### src/rtl/ipa_ctx_loader.sv
// ipa_ctx_loader
// Context loader for the IPA CGRA array. On an accepted start it walks a
// context image in the GCM (header word followed by address/data record
// pairs), issues one configuration write per record, pulses execute and
// then waits for any PE to signal end-of-execution.
//
// Image layout (64-bit GCM words):
//   H : [63:48] magic tag, [15:0] record count N
//   A : configuration address in [CFG_ADDR_WIDTH-1:0], upper bits ignored
//   D : 64-bit configuration data
//
// Each GCM read is split into a request state (RD_*) and a capture state
// (WT_*) because read data arrives exactly one cycle after the request.
// This gives a 4-cycle record throughput.

module ipa_ctx_loader #(
   parameter int unsigned ADDR_MEM_WIDTH = 12,
   parameter int unsigned CFG_ADDR_WIDTH = 23,
   parameter int unsigned NB_PE          = 16,
   parameter logic [15:0] CTX_MAGIC      = 16'hC0DE
) (
   input  logic                      clk,
   input  logic                      rst_n,
   input  logic                      start_i,
   input  logic                      soft_clear_i,
   input  logic [ADDR_MEM_WIDTH-1:0] ctx_base_i,
   output logic                      gcm_req_o,
   output logic [ADDR_MEM_WIDTH-1:0] gcm_addr_o,
   input  logic [63:0]               gcm_rdata_i,
   output logic                      cfg_we_o,
   output logic [CFG_ADDR_WIDTH-1:0] cfg_addr_o,
   output logic [63:0]               cfg_data_o,
   output logic                      exec_en_o,
   input  logic [NB_PE-1:0]          end_exec_i,
   output logic                      busy_o,
   output logic                      done_o,
   output logic                      err_o
);

   typedef enum logic [3:0] {
      S_IDLE,
      S_RD_HDR,
      S_WT_HDR,
      S_RD_ADR,
      S_WT_ADR,
      S_RD_DAT,
      S_WT_DAT,
      S_EXEC,
      S_WAIT_END
   } state_t;

   state_t                    state;
   logic [ADDR_MEM_WIDTH-1:0] ptr;      // next GCM word to read; wraps naturally
   logic [15:0]               cnt;      // records still to be written
   logic [CFG_ADDR_WIDTH-1:0] addr_q;   // address word of the record in flight

   // Header fields, named for readability in the FSM
   logic [15:0] hdr_magic;
   logic [15:0] hdr_count;
   logic        any_end;

   assign hdr_magic = gcm_rdata_i[63:48];
   assign hdr_count = gcm_rdata_i[15:0];
   assign any_end   = |end_exec_i;

   // GCM request is decoded straight from the state so the read is issued in
   // the RD_* cycle itself and the data lands in the following WT_* cycle.
   // NOTE: always_comb gives every output a value on every path first, so no
   // latch can be inferred even if a state is added later.
   always_comb begin
      gcm_req_o  = 1'b0;
      gcm_addr_o = ptr;
      unique case (state)
         S_RD_HDR, S_RD_ADR, S_RD_DAT: gcm_req_o = 1'b1;
         default:                      gcm_req_o = 1'b0;
      endcase
   end

   // Main sequencer: state, datapath registers and all registered outputs.
   // NOTE: every assignment here is non-blocking so all registers update from
   // the same pre-edge values; mixing in blocking assignments would make the
   // result depend on statement order.
   always_ff @(posedge clk or negedge rst_n) begin
      if (!rst_n) begin
         state      <= S_IDLE;
         ptr        <= '0;
         cnt        <= '0;
         addr_q     <= '0;
         cfg_we_o   <= 1'b0;
         cfg_addr_o <= '0;
         cfg_data_o <= '0;
         exec_en_o  <= 1'b0;
         busy_o     <= 1'b0;
         done_o     <= 1'b0;
         err_o      <= 1'b0;
      end else begin
         // Single-cycle strobes fall back to zero unless a state raises them
         cfg_we_o  <= 1'b0;
         exec_en_o <= 1'b0;
         done_o    <= 1'b0;
         err_o     <= 1'b0;

         if (soft_clear_i) begin
            // Abort from anywhere; silently, without done or error indication
            state  <= S_IDLE;
            busy_o <= 1'b0;
         end else begin
            unique case (state)
               S_IDLE: begin
                  if (start_i) begin
                     ptr    <= ctx_base_i;
                     busy_o <= 1'b1;
                     state  <= S_RD_HDR;
                  end
               end

               S_RD_HDR: begin
                  ptr   <= ptr + 1'b1;
                  state <= S_WT_HDR;
               end

               S_WT_HDR: begin
                  if (hdr_magic != CTX_MAGIC) begin
                     err_o  <= 1'b1;
                     busy_o <= 1'b0;
                     state  <= S_IDLE;
                  end else if (hdr_count == 16'd0) begin
                     // Empty image: go straight to execution
                     exec_en_o <= 1'b1;
                     state     <= S_EXEC;
                  end else begin
                     cnt   <= hdr_count;
                     state <= S_RD_ADR;
                  end
               end

               S_RD_ADR: begin
                  ptr   <= ptr + 1'b1;
                  state <= S_WT_ADR;
               end

               S_WT_ADR: begin
                  addr_q <= gcm_rdata_i[CFG_ADDR_WIDTH-1:0];
                  state  <= S_RD_DAT;
               end

               S_RD_DAT: begin
                  ptr   <= ptr + 1'b1;
                  state <= S_WT_DAT;
               end

               S_WT_DAT: begin
                  // Address and data registers only change here, so they
                  // hold the last written record between strobes.
                  cfg_we_o   <= 1'b1;
                  cfg_addr_o <= addr_q;
                  cfg_data_o <= gcm_rdata_i;
                  cnt        <= cnt - 1'b1;
                  if (cnt == 16'd1) begin
                     // exec_en_o rises together with the last write strobe
                     exec_en_o <= 1'b1;
                     state     <= S_EXEC;
                  end else begin
                     state <= S_RD_ADR;
                  end
               end

               S_EXEC: begin
                  state <= S_WAIT_END;
               end

               S_WAIT_END: begin
                  if (any_end) begin
                     done_o <= 1'b1;
                     busy_o <= 1'b0;
                     state  <= S_IDLE;
                  end
               end

               default: begin
                  busy_o <= 1'b0;
                  state  <= S_IDLE;
               end
            endcase
         end
      end
   end

endmodule
### config.mk
export PLATFORM = sky130hd
export DESIGN_NAME = ipa_ctx_loader
export DESIGN_NICKNAME = d
export VERILOG_FILES = /design/src/rtl/ipa_ctx_loader.sv
export SDC_FILE = /design/constraint.sdc
export NUM_CORES = 1
export LEC_CHECK = 0
export CORE_ASPECT_RATIO = 1.25
export CORE_MARGIN = 2
export CORE_UTILIZATION = 41
export DETAILED_ROUTE_END_ITERATION = 8
export GPL_ROUTABILITY_DRIVEN = 0
export HOLD_SLACK_MARGIN = 0.08
export PLACE_DENSITY = 0.8
export SYNTH_ARGS = -nofsm -noshare
export SYNTH_HDL_FRONTEND = slang
export SYNTH_SLANG_ARGS = --single-unit
### constraint.sdc
create_clock -name clk -period 2.3 [get_ports clk]
set_clock_uncertainty 0.05 [all_clocks]
set_input_delay 0.46 -clock clk [delete_from_list [all_inputs] [get_ports clk]]
set_output_delay 0.46 -clock clk [all_outputs]
set_load 0.03 [all_outputs]
==> run metrics, run 1 <==
final WL=approximately 17000 µm; Area growth, synth to finish=48.4%; Clk Latency, worst-skew pair=between 400 and 500 ps; post-CTS setup buffers=0; Gate Count Post-Synth=695; post-placement cell count=roughly 1100; EDFF count, synth=0; Synth Cell Area=6460 µm²; worst hold start=gcm_rdata_i[63]; Slew @ Worst Pin=687 ps; vias in the first global route=just under 6000; Final Setup Violations=0; syn_area_per_cell=around 9.3 µm²; final worst slack=91.8 ps; Slew headroom=a little over half; Synth area leader=dfrtp_1; crit path DAT=2440 ps; I/O pin count=~200; WL/cell=between 15 and 20 µm; pre-CTS setup slack=-403 ps; fin crit share=a little over nine tenths; most used flip-flop cell after synthesis=dfrtp_1; initial antenna violation count=0; fin nets=between 1000 and 1500; fin util=around three fifths; Worst IR Drop VDD=roughly 0.5 mV; fillers=between 1000 and 1500; fin cells=between 1000 and 1500; clk slew on worst S/H paths=60 ps; critical path launch point=cnt[8]; Via-to-Cell Ratio=a little over 5; share of layout cells above drive strength 1=between 10% and 20%; sequential fraction of the synthesis area=56.9%; DRT antenna net count=0; worst hold path type=input port to register; die area=16800 µm²; most common cell in the synthesized netlist=nand2_1; fmax=roughly 450 MHz; crit path max fanout=6; largest net degree at the start of global routing=65; Post-Route Setup TNS=0 ps; core footprint=15500 µm²; Pre-Repair DR Iteration Count=5; RSZ-0062 raised after global routing=no; Post-Syn Nets=around 800; P_leak=roughly 4.6 nW; Vias=5796; P per Cell Area=around 680 nW/µm²; Global Route Usage Sum=around 22%; hold violation total from the final report=0; crit path launch type=register; overall power=6.51 mW; fin area=about 9600 µm²; number of buffers created by CTS=17; synth top area cells=dfrtp_1, nand2_1, mux2_2; fin crit period=between 2000 and 2500 ps; Post-synth top cells=nand2_1, dfrtp_1, clkbuf_1; clk root buf=clkbuf_16; asr flop ratio synth=100%; # port buffers=200; Yosys warning count=0; clk sinks=about 150; initial DRC count=between 300 and 400; post-DP HPWL=12600 µm; row cnt=51; GRT overflow=0; status=complete, no violations; Max-Cap Viols=0; Slew Limit Fails=0; clk buf depth=2; chip width=around 120 µm; data required time of the worst path=2530 ps; critical path endpoint category=register; Min Hold Slack=approximately 370 ps; Die H=around 140 µm; TritonCTS clock tree=built; Seq cells post-synth=about 150; WS Path Type=register to register; Synth top area share=a little under three fifths; global-route wire length before repair=around 29000 µm; Placed Area=between 8000 and 9000 µm²; FF-to-FF Start=cnt[8]; library cells used by synthesis=59; Initial Util=between 40% and 50%; ANT cells=0; Residual DRC=0; H-tree depth=4
## power breakdown
group | total, mW | internal [mW] | leakage (nW) | switching, mW
Combinational | 0.964 | 0.477 | 2.31 | 0.487
Clock | 2.69 | 1.53 | 0.265 | 1.17
Sequential | 2.85 | 2.73 | 2.00 | 0.127
Total | 6.51 | 4.73 | 4.58 | 1.78
## flip-flops by register name, summed over array words and instances (netlist names), 4 cells and up
name        cells
cnt            16
addr_q         23
state           4
gcm_addr_o     12
cfg_addr_o     23
cfg_data_o     64
## worst paths after layout
check / depth (start not counted) / slack (ps) / endpoint
hold reg to reg: 2 / 420 / cfg_addr_o[1]
setup / recovery: 4 / 90 / cnt[14]
max in group asynchronous: 3 / 1070 / cfg_addr_o[0]
setup reg to reg: 4 / 90 / cnt[14]
min in group asynchronous: 2 / 480 / cfg_data_o[39]
hold / removal: 3 / 370 / cfg_data_o[63]
## cell families after synthesis
group / share of synthesized area [%]
muxes: 4.57
adders and majority gates: 0.581
AOI/OAI and AO/OA: 9.26
DFF: 56.9
and+or+nand+nor: 26.0
buffers and inverters: 2.67
## routing by layer
layer	share of wire (%)	track usage, %	vias to the layer above
met5	0	0	-
met4	2.3	7.89	0
met3	4.9	4.69	24
met2	53	37.5	180
met1	40	26.3	2794
li1	-	-	2798
## layout by cell type (no fill, tap or decap), types with 4 or more instances in the layout
cell,Yosys,final
nand2_1,293,293
clkdlybuf4s50_1,0,197
dfrtp_1,147,146
buf_4,0,42
a21oi_1,29,29
mux2_2,24,24
clkbuf_16,0,17
nor2_1,16,16
o21ai_0,16,16
nand3_1,11,11
nor3_1,11,11
nor4_1,10,10
a31oi_1,6,6
inv_6,0,6
inv_1,5,5
nand2b_1,6,5
nand4_1,5,5
a22oi_1,5,5
clkinvlp_4,0,5
or3_1,4,4
o21a_1,4,4
o22ai_1,4,4
o2bb2ai_1,4,4
buf_12,0,4
## critical path, stage by stage, from the launching register on
cell	delay [ps]
dfrtp_1	410
or3_4	410
or4_4	460
or4_1	490
a32o_1	270
## cell type report
class | count | area (µm²) | area share, %
clock inverter | 14 | 143 | 1.49
sequential | 147 | 3680 | 38.4
timing repair buffer | 247 | 2410 | 25.1
inverter | 7 | 26.3 | 0.274
multi-input combinational | 503 | 2630 | 27.5
tap | 212 | 265 | 2.77
clock buffer | 18 | 429 | 4.48
## repair_timing
action	CTS	global route
endpoints found under the setup margin	1	5
gates resized for setup	1	4
hold buffers	1	0
hold endpoints to repair	38	0
(Power assumes the default switching activity.)
==> run 2: changes to the inputs <==
--- a/config.mk
+++ b/config.mk
@@ -5,13 +5,15 @@
 export SDC_FILE = /design/constraint.sdc
 export NUM_CORES = 1
 export LEC_CHECK = 0
+export CELL_PAD_IN_SITES_DETAIL_PLACEMENT = 0
+export CELL_PAD_IN_SITES_GLOBAL_PLACEMENT = 1
 export CORE_ASPECT_RATIO = 1.25
 export CORE_MARGIN = 2
-export CORE_UTILIZATION = 41
+export CORE_UTILIZATION = 31
 export DETAILED_ROUTE_END_ITERATION = 8
 export GPL_ROUTABILITY_DRIVEN = 0
 export HOLD_SLACK_MARGIN = 0.08
-export PLACE_DENSITY = 0.8
+export PLACE_DENSITY = 0.81
 export SYNTH_ARGS = -nofsm -noshare
 export SYNTH_HDL_FRONTEND = slang
 export SYNTH_SLANG_ARGS = --single-unit
==> run metrics, run 2 (synthesis results as in run 1) <==
status=complete, no violations; vias in the first global route=roughly 5800; post-DP HPWL=roughly 13000 µm; Vias=~5700; WHS Path Cells=2; clk root buf=clkbuf_16; crit path max fanout=2; largest register by flop count=cfg_data_o; final WL=18500 µm; most common cell after layout, fill and taps aside=nand2_1; P per Cell Area=678 nW/µm²; R2R Path End=cnt[14]; Residual DRC=0; fin crit share=between 90% and 100%; WS Path Type=input port to register; Initial Util=around 31%; TritonCTS clock tree=built; Via-to-Cell Ratio=between 4 and 5; WL/cell=between 15 and 20 µm; share of layout cells above drive strength 1=12.6%; Slew headroom=a little over half; worst hold start=addr_q[18]; initial DRC count=280; critical path's top delay family=simple AND/OR/NAND/NOR gates; number of buffers created by CTS=17; fin nets=around 1000; Bufs and invs on worst path=1; crit path DAT=2500 ps; Area growth, synth to finish=50.6%; Slew @ Worst Pin=between 600 and 700 ps; post-CTS setup buffers=0; Max-Cap Viols=0; RSZ-0062 raised after global routing=no; max reg flops=64; critical path endpoint category=register; Slew Limit Fails=0; initial antenna violation count=0; FF-to-FF Start=cnt[9]; fin crit period=roughly 2200 ps; data required time of the worst path=2550 ps; Pre-Repair DR Iteration Count=5; r2r setup slk=approximately 90 ps; # port buffers=200; clk sinks=around 150; DRT antenna net count=0; Global Route Usage Sum=between 10% and 20%; CP max stage delay=560 ps; fmax=roughly 450 MHz; row cnt=between 50 and 60; clk slew on worst S/H paths=~70 ps; die area=between 20000 and 25000 µm²; I/O pin count=approximately 200; chip width=between 100 and 150 µm; Worst IR Drop VDD=around 0.48 mV; crit path max-delay cell type=or4_1; crit-path cells=clkdlybuf4s50_1 -> nor4b_4 -> nand4_4 -> or4_1 -> mux2_4 -> o221a_1; fin cells=between 1000 and 1500; biggest registers after layout=cfg_data_o (64), addr_q (23), cfg_addr_o (23); GRT overflow=0; core footprint=about 21000 µm²; P_leak=approximately 4.6 nW; Clk Latency, worst-skew pair=around 420 ps; fin util=a little under half; clk buf depth=2; ANT cells=0; largest net degree at the start of global routing=62; Die H=approximately 170 µm; R2R depth=4; Post-Route Setup TNS=0 ps; fillers=around 2000; Final Setup Violations=0; worst hold path type=register to register; hold violation total from the final report=0; crit path launch type=input port; destination of the worst hold path=cfg_addr_o[18]; most frequent cells in the layout=nand2_1, clkdlybuf4s50_1, dfrtp_1; global-route wire length before repair=approximately 29000 µm; Min Hold Slack=about 400 ps; post-placement cell count=about 1200; H-tree depth=4
run 2: cell count changes in the layout (fill, tap and decap cells not counted), sizes merged:
cell          delta
buf              +6
bufinv           +1
clkbuf           +4
clkinv           +5
clkinvlp         -4
dlymetal6s2s     -1
inv              -6
run 2: repair_timing:
action,4_1_cts,5_1_grt
resized for setup,3,6
setup endpoints to repair,6,52
hold buffers,1,0
hold endpoints to repair,46,0
run 2: per-layer routing:
| layer | vias to the layer above | track usage, % | share of wire, % |
|---|---|---|---|
| met3 | 23 | 3.69 | 4.3 |
| li1 | 2811 | - | - |
| met1 | 2751 | 20.1 | 41 |
| met4 | 0 | 6.77 | 2.1 |
| met2 | 162 | 30.4 | 52 |
| met5 | - | 0 | 0 |
run 2: area by class of cell:
cell class | count | area, µm² | share of cell area (%)
repair buffers | 253 | 2460 | 25.3
multi-input cells | 503 | 2640 | 27.1
flip-flops and latches | 147 | 3680 | 37.8
clock buffers | 21 | 450 | 4.63
well taps | 274 | 343 | 3.52
clock inverters | 10 | 125 | 1.29
inverters | 7 | 27.5 | 0.283
run 2: stage by stage:
stage	setup slack, ps	power (mW)	instance area, µm²
floorplan	90.3	3.32	6460
global placement	-449	3.87	9130
detailed placement	-488	3.88	9130
CTS	21.1	6.67	9710
global route	13.3	6.87	9730
finish	53.3	6.60	9730
run 2: worst max-delay path by stage:
| stage | end | depth (start not counted) | slack [ps] | startpoint |
|---|---|---|---|---|
| CTS | gcm_req_o | 5 | 20 | state[2] |
| global route | cnt[0] | 6 | 10 | gcm_rdata_i[58] |
| detailed placement | cnt[0] | 6 | -490 | gcm_rdata_i[63] |
| global placement | cnt[0] | 6 | -450 | gcm_rdata_i[63] |
| finish | cnt[0] | 6 | 50 | gcm_rdata_i[58] |
| floorplan | cnt[0] | 6 | 90 | gcm_rdata_i[58] |
run 2: report_power, final:
group	total, mW	internal [mW]	switching [mW]
Clock	2.76	1.64	1.13
Sequential	2.86	2.73	0.131
Combinational	0.974	0.484	0.491
Total	6.60	4.85	1.75
run 2: worst min-delay path: stages (launching register included):
cell and delay [ps]:
dfrtp_1 340, nand2_1 50, nand2_1 50
==> run 3: changes to the inputs <==
--- a/config.mk
+++ b/config.mk
@@ -9,11 +9,11 @@
 export CELL_PAD_IN_SITES_GLOBAL_PLACEMENT = 1
 export CORE_ASPECT_RATIO = 1.25
 export CORE_MARGIN = 2
-export CORE_UTILIZATION = 31
+export CORE_UTILIZATION = 37
 export DETAILED_ROUTE_END_ITERATION = 8
 export GPL_ROUTABILITY_DRIVEN = 0
 export HOLD_SLACK_MARGIN = 0.08
-export PLACE_DENSITY = 0.81
+export PLACE_DENSITY = 0.95
 export SYNTH_ARGS = -nofsm -noshare
 export SYNTH_HDL_FRONTEND = slang
 export SYNTH_SLANG_ARGS = --single-unit
==> constraint.sdc (replaced) <==
create_clock -name clk -period 2.68 [get_ports clk]
set_clock_uncertainty 0.05 [all_clocks]
set_input_delay 0.536 -clock clk [delete_from_list [all_inputs] [get_ports clk]]
set_output_delay 0.536 -clock clk [all_outputs]
set_load 0.03 [all_outputs]
==> run metrics, run 3 (synthesis results as in run 1) <==
crit path max-delay cell type=buf_4; crit path DAT=2700 ps; WS Path Type=register to register; clk slew on worst S/H paths=about 60 ps; core footprint=17300 µm²; Clk Latency, worst-skew pair=420 ps; post-CTS setup buffers=0; crit path max fanout=between 70 and 80; r2r setup slk=approximately 280 ps; TritonCTS clock tree=built; clk sinks=147; R2R depth=6; P_leak=4.55 nW; number of buffers created by CTS=17; fillers=~1600; most common cell after layout, fill and taps aside=nand2_1; RSZ-0062 raised after global routing=no; Residual DRC=0; status=complete, no violations; Initial Util=a little under two fifths; initial DRC count=230; H-tree depth=4; data required time of the worst path=around 3000 ps; Pre-Repair DR Iteration Count=4; final WL=between 15000 and 20000 µm; Via-to-Cell Ratio=4.94; WHS Path Cells=2; largest net degree at the start of global routing=73; clk buf depth=2; row cnt=between 50 and 60; Final Setup Violations=0; Worst IR Drop VDD=approximately 0.37 mV; crit path launch type=register; post-DP HPWL=12400 µm; worst hold path type=register to register; R2R Path End=cfg_data_o[39]; critical path endpoint category=register; DRT antenna net count=0; chip width=between 100 and 150 µm; area of the multi-input gates=approximately 2600 µm²; fmax=about 420 MHz; global-route wire length before repair=between 20000 and 30000 µm; final worst slack=285 ps; fin crit period=2400 ps; Global Route Usage Sum=between 10% and 20%; pre-CTS setup slack=-80.3 ps; sequential cell area=around 3700 µm²; Vias=5664; # port buffers=200; hold violation total from the final report=0; destination of the worst hold path=cfg_addr_o[12]; WL/cell=roughly 15 µm; largest register by flop count=cfg_data_o; GRT overflow=0; I/O pin count=201; vias in the first global route=approximately 5500; fin nets=a little over 1000; Max-Cap Viols=0; biggest registers after layout=cfg_data_o (64), addr_q (23), cfg_addr_o (23); P per Cell Area=around 600 nW/µm²; clk root buf=clkbuf_16; Slew @ Worst Pin=just under 800 ps; fin crit share=about 89%; most frequent cells in the layout=nand2_1, clkdlybuf4s50_1, dfrtp_1; die area=around 19000 µm²; share of layout cells above drive strength 1=between 10% and 20%; crit-path cells=nor4bb_2 -> nand2b_4 -> inv_2 -> buf_4 -> nand2_1 -> nand2_1; most used cell along the critical path=nand2_1; FF-to-FF Start=state[1]; initial antenna violation count=1; CP max stage delay=just under 600 ps; Die H=roughly 150 µm; Min Hold Slack=414 ps; Area growth, synth to finish=47.9%; max reg flops=64; worst hold start=addr_q[12]; Slew headroom=between 40% and 50%; Slew Limit Fails=0
run 3: layer usage:
metal,global-route usage (%),wire (µm),vias to the layer above
li1,-,-,2777
met1,23.9,7200,2719
met2,33.9,9420,144
met3,4.30,723,24
met4,7.93,366,0
met5,0,0,-
run 3: per-stage QoR:
step | utilization [%] | power, mW | TNS, ps | instances | area [µm²]
global route | 55.3 | 6.10 | 0 | 1147 | 9560
global placement | 51.4 | 3.28 | -81.7 | 1113 | 8890
detailed placement | 51.4 | 3.30 | -399 | 1113 | 8890
finish | 55.3 | 5.85 | 0 | 1147 | 9560
floorplan | - | 2.85 | 0 | 695 | 6460
CTS | 55.2 | 5.91 | 0 | 1146 | 9550
run 3: worst max path at each step:
stage / slack [ps] / start / cells after the start / to
6_report: 280 / state[1] / 6 / cfg_data_o[39]
2_1_floorplan: 390 / gcm_rdata_i[58] / 6 / cnt[0]
3_3_place_gp: -60 / gcm_rdata_i[58] / 6 / cnt[0]
5_1_grt: 90 / state[1] / 6 / cfg_data_o[50]
4_1_cts: 40 / state[3] / 4 / gcm_req_o
3_5_place_dp: -80 / gcm_rdata_i[58] / 6 / cnt[0]
run 3: area by class of cell:
class	instances	share of cell area [%]
Multi-Input combinational cell	503	27.5
Antenna cell	1	0.0262
Clock buffer	21	5.03
Tap cell	224	2.93
Inverter	7	0.275
Clock inverter	11	1.79
Timing Repair Buffer	233	24.0
Sequential cell	147	38.5
run 3: repair_timing:
action / CTS / global route
resized for setup: 0 / 2
hold buffers: 1 / 0
endpoints found under the hold margin: 45 / 0
endpoints found under the setup margin: 0 / 1
run 3: report_power, final:
part           internal (mW)  total, mW  switching, mW
Clock                   1.66       2.59          0.931
Combinational          0.398      0.809          0.411
Sequential              2.34       2.45          0.108
Total                   4.40       5.85           1.45
run 3: worst max-delay path: cells and delay by family (launching register included):
| family | cells | cell delay (ps) |
|---|---|---|
| buffers and inverters | 2 | 700 |
| flip-flops | 1 | 560 |
| AND/OR/NAND/NOR | 4 | 980 |
==> variant 1: new RTL, config.mk and constraints of run 2 <==
The parameter `NB_PE` goes from 16 to 32.
--- a/src/rtl/ipa_ctx_loader.sv
+++ b/src/rtl/ipa_ctx_loader.sv
@@ -16,7 +16,7 @@
 module ipa_ctx_loader #(
    parameter int unsigned ADDR_MEM_WIDTH = 12,
    parameter int unsigned CFG_ADDR_WIDTH = 23,
-   parameter int unsigned NB_PE          = 16,
+   parameter int unsigned NB_PE          = 32,
    parameter logic [15:0] CTX_MAGIC      = 16'hC0DE
 ) (
    input  logic                      clk,
Interface: changed (resized end_exec_i); port bits go from 201 to 217. No check against the original RTL was run, so the function may have changed too.
==> variant 1 against run 2 <==
Largest power group unchanged. Cell count fell by 12%. Power is 17% higher. Count of clock-buffer cells in the layout is 2 lower. Design area is 2.8% higher. Sequential cell count is the same. Wire length shrank 4.6%. Area after synthesis barely moved. Worst setup slack gained 14 ps. Largest cell class unchanged. Non-clock buffer count is 22 higher. Hold slack got worse by 150 ps. Critical path type unchanged.
==> variant 1: results (changes against run 2) <==
- Seq/Total Area, Yosys: 0.5697 (was 0.5693)
- First-pass GRT wire length: 28.10 mm (was 29.49 mm)
- DP Worst Slack: -544.7 ps (was -487.6 ps)
- Post-CTS sizing: 4 (was 3)
- Worst Path Max Fanout: 3 (was 2)
- Post-route core utilization: 0.4856 (was 0.4707)
- Met1 GRT Util: 0.1848 (was 0.2012)
- Core area: 0.02060 mm² (was 0.02067 mm²)
- Metal3 WL: 848 µm (was 794 µm)
- Setup bufs post-CTS: 1 (was 0)
- Hold Path Class: primary input to flip-flop (was flip-flop to flip-flop)
- Hold endpoint: cfg_data_o[63] (was cfg_addr_o[18])
- Finished Layout Cells: 1071 (was 1215)
- Power Density: 772.9 mW/mm² (was 677.9 mW/mm²)
- Multi-input gates: 332 (was 503)
- Comb power frac: 0.231 (was 0.148)
- CP arrival: 2490 ps (was 2500 ps)
- Metal-1 WL: 6.997 mm (was 7.653 mm)
- VDD IR max: 0.5371 mV (was 0.4838 mV)
- Synth area leaders: dfrtp_1, mux2_2, a21oi_1, nor4_1, nor2_1 (was dfrtp_1, nand2_1, mux2_2, a21oi_1, clkbuf_1)
- Layout cells sized above 1: 0.2776 (was 0.1265)
- Final worst slack: 67.59 ps (was 53.28 ps)
- Worst path max stage delay: 500 ps (was 560 ps)
- Max-slew headroom: 0.6159 (was 0.5426)
- Filler cells: 1828 (was 1995)
- Final hold slack: 251.9 ps (was 404.0 ps)
- Distinct cell type count of the synthesized netlist: 52 (was 59)
- Switch Pwr: 2.270 mW (was 1.750 mW)
- Inverters: 11 (was 7)
- Post-synth top cells: dfrtp_1, mux2_2, nor2_1, a21oi_1, nand2_1 (was nand2_1, dfrtp_1, clkbuf_1, a21oi_1, mux2_2)
- Data buffer area share: 0.2692 (was 0.2532)
- Initial DRT Pass Iterations: 4 (was 5)
- GRT Total Usage: 0.1622 (was 0.1704)
- Critical path startpoint: gcm_rdata_i[60] (was gcm_rdata_i[58])
- Placed Area: 0.009351 mm² (was 0.009128 mm²)
- ANT cells: 1 (was 0)
- Routed wire length: 17.63 mm (was 18.48 mm)
- Critical R2R Launch: state[0] (was cnt[9])
- Nonclk buf count: 275 (was 253)
- M2 GR Usage: 0.2949 (was 0.3036)
- Met3 usage: 0.04335 (was 0.03694)
- Via count: 5234 (was 5747)
- Clkbuf count: 19 (was 21)
- Seq cells: 147 (unchanged)
- Metal2 WL: 9.558 mm (was 9.635 mm)
- Initial drt markers: 222 (was 280)
- P_seq: 3.23 mW (was 2.86 mW)
- Hold Startpoint: gcm_rdata_i[63] (was addr_q[18])
- Slowest stage cell, crit path: or4b_4 (was or4_1)
- Reg2reg path depth: 7 (was 4)
- Antenna violations before repair: 1 (was 0)
- Outcome: complete, no violations (unchanged)
- # port buffers: 216 (was 200)
-- variant 1: changes by cell type after synthesis, moves of 4 or more --
| cell | run 2 | this run |
|---|---|---|
| mux2_2 | 24 | 112 |
| nor2_1 | 16 | 27 |
| nand2_1 | 293 | 20 |
| nand2b_1 | 6 | 2 |
| and3_1 | 2 | 7 |
| o22a_1 | 0 | 11 |
| nor4_1 | 10 | 18 |
| buf_2 | 3 | 7 |
| inv_1 | 5 | 10 |
| o41ai_1 | 1 | 5 |
| clkbuf_1 | 31 | 14 |
| a21oi_1 | 29 | 24 |
-- variant 1: kinds of logic after synthesis --
group	count (synthesis)	share of synthesized area
AND/OR/NAND/NOR	122	0.1054
buffers and inverters	39	0.02519
adder cells (fa/ha/maj)	3	0.005813
flip-flops	147	0.5697
multiplexers	114	0.1984
AO/OA/AOI/OAI	93	0.09552
==> variant 2: new RTL, settings of run 2 <==
Without the edit above. Encoding of `state_t`: now Gray code (4 bits for 9 states).
--- a/src/rtl/ipa_ctx_loader.sv
+++ b/src/rtl/ipa_ctx_loader.sv
@@ -38,15 +38,15 @@
 );
 
    typedef enum logic [3:0] {
-      S_IDLE,
-      S_RD_HDR,
-      S_WT_HDR,
-      S_RD_ADR,
-      S_WT_ADR,
-      S_RD_DAT,
-      S_WT_DAT,
-      S_EXEC,
-      S_WAIT_END
+      S_IDLE     = 4'b0000,
+      S_RD_HDR   = 4'b0001,
+      S_WT_HDR   = 4'b0011,
+      S_RD_ADR   = 4'b0010,
+      S_WT_ADR   = 4'b0110,
+      S_RD_DAT   = 4'b0111,
+      S_WT_DAT   = 4'b0101,
+      S_EXEC     = 4'b0100,
+      S_WAIT_END = 4'b1100
    } state_t;
 
    state_t                    state;
Formal check against the unedited RTL: no difference found for any inputs over 4 cycles, from zero or initial values and one cycle with rst_n low; so few cycles prove little.
==> variant 2 against run 2 <==
Design area increased by 0.50%. Critical path depth is 1 lower. Hold slack worse by 170 ps. Area after synthesis grew 0.99%. Cell count shrank 0.49%. Wire length rose by 0.75%. Die area up 0.96%. Via count shrank 2.1%. Sequential cell count unchanged. Worst setup slack better by 92 ps. Critical endpoint is now gcm_req_o.
Power is not compared: it rests on default switching activity, and its combinational part moved more than twofold at a synthesized area within 25%.
==> variant 2: results (changes against run 2) <==
- Final net count: 1023 (was 1028)
- Placed Area: 0.009171 mm² (was 0.009128 mm²)
- DP Worst Slack: -441.3 ps (was -487.6 ps)
- Slowest stage cell, crit path: dfrtp_2 (was or4_1)
- Capturing point of the worst reg2reg path: cnt[9] (was cnt[14])
- Seq/Total Area, Yosys: 0.5638 (was 0.5693)
- Largest net degree at the start of global routing: 55 (was 62)
- Post-synth top cells: nand2_1, dfrtp_1, clkbuf_1, mux2_2, nor2_1 (was nand2_1, dfrtp_1, clkbuf_1, a21oi_1, mux2_2)
- Outcome: complete, no violations (unchanged)
- Hold endpoint: cfg_data_o[60] (was cfg_addr_o[18])
- GRT Total Usage: 0.1707 (was 0.1704)
- CP arrival: 1650 ps (was 2500 ps)
- Routed wire length: 18.62 mm (was 18.48 mm)
- Layout cells sized above 1: 0.1348 (was 0.1265)
- First-pass GRT wire length: 30.13 mm (was 29.49 mm)
- R2r setup slk: 170 ps (was 90 ps)
- Worst Path Max Fanout: 6 (was 2)
- Vias/cell: 4.656 (was 4.730)
- Critical R2R Launch: state[2] (was cnt[9])
- Initial DRT Pass Iterations: 4 (was 5)
- Filler cells: 1988 (was 1995)
- Synth area leaders: dfrtp_1, nand2_1, mux2_2, clkbuf_1, o22ai_2 (was dfrtp_1, nand2_1, mux2_2, a21oi_1, clkbuf_1)
- Post-route cell area: 0.009778 mm² (was 0.009729 mm²)
- Hold Path Class: primary input to flip-flop (was flip-flop to flip-flop)
- Avg WL per Cell: 15.40 µm (was 15.21 µm)
- Number of global-route vias before repair: 5625 (was 5812)
- Antenna violations before repair: 1 (was 0)
- Worst path max stage delay: 440 ps (was 560 ps)
- Cells after DPL: 1177 (was 1183)
[variant 2: worst max path at each step]
stage	from	to	cells past startpoint
floorplan	gcm_rdata_i[57]	cnt[1]	5
global placement	gcm_rdata_i[57]	cnt[1]	6
detailed placement	gcm_rdata_i[57]	cnt[11]	7
CTS	state[0]	gcm_req_o	5
global route	state[2]	cnt[9]	9
finish	state[0]	gcm_req_o	5
[variant 2: worst min-delay path: cells and delay by family]
family        cells  cell delay, ps
buf+inv           1             100
simple gates      2             100
[variant 2: repair_timing]
action | CTS | global route
setup buffers | 0 | 1
setup endpoints to repair | 2 | 17
resized for setup | 6 | 15
pin swaps | 1 | 4
hold buffers | 1 | 0
endpoints found under the hold margin | 47 | 0
gates cloned | 0 | 0
[variant 2: kinds of logic after synthesis]
kind of cell               count (synthesis)  synth area share
AOI/OAI and AO/OA                         78           0.08840
adders and majority gates                  3          0.005753
buffers and inverters                     50           0.03068
DFF                                      147            0.5638
muxes                                     33           0.05580
and+or+nand+nor                          380            0.2556
[variant 2: power by group through the flow]
stage / clock, mW / combinational [mW] / sequential, mW
6_report: 2.60 / 4.60 / 4.10
5_1_grt: 2.79 / 4.94 / 4.25
4_1_cts: 2.69 / 4.66 / 4.11
3_5_place_dp: 0 / 4.64 / 4.14
3_3_place_gp: 0 / 4.59 / 4.12
2_1_floorplan: 0 / 1.37 / 5.31
[variant 2: metal layers]
layer  share of wire  wire length, µm  GRT usage
met2            0.48             9019     0.2758
met3           0.050              940    0.04182
met1            0.44             8164     0.2196
met5         0.00070               13          0
met4           0.026              481    0.06799
[variant 2: area by class of cell]
type / count / share of cell area
clock buffer: 22 / 0.04747
tap: 274 / 0.03506
inverter: 13 / 0.005118
clock inverter: 8 / 0.008189
multi-input combinational: 494 / 0.2731
sequential: 147 / 0.3765
timing repair buffer: 251 / 0.2546
[variant 2: metrics by stage]
step	power [mW]	TNS (ps)	hold slack [ps]
after detailed placement	8.778	-7398	388.0
after CTS	11.46	0	412.4
final	11.30	0	237.3
after global routing	11.99	0	232.5
after global placement	8.707	-6762	386.3
after floorplan	6.678	-5.823	114.4
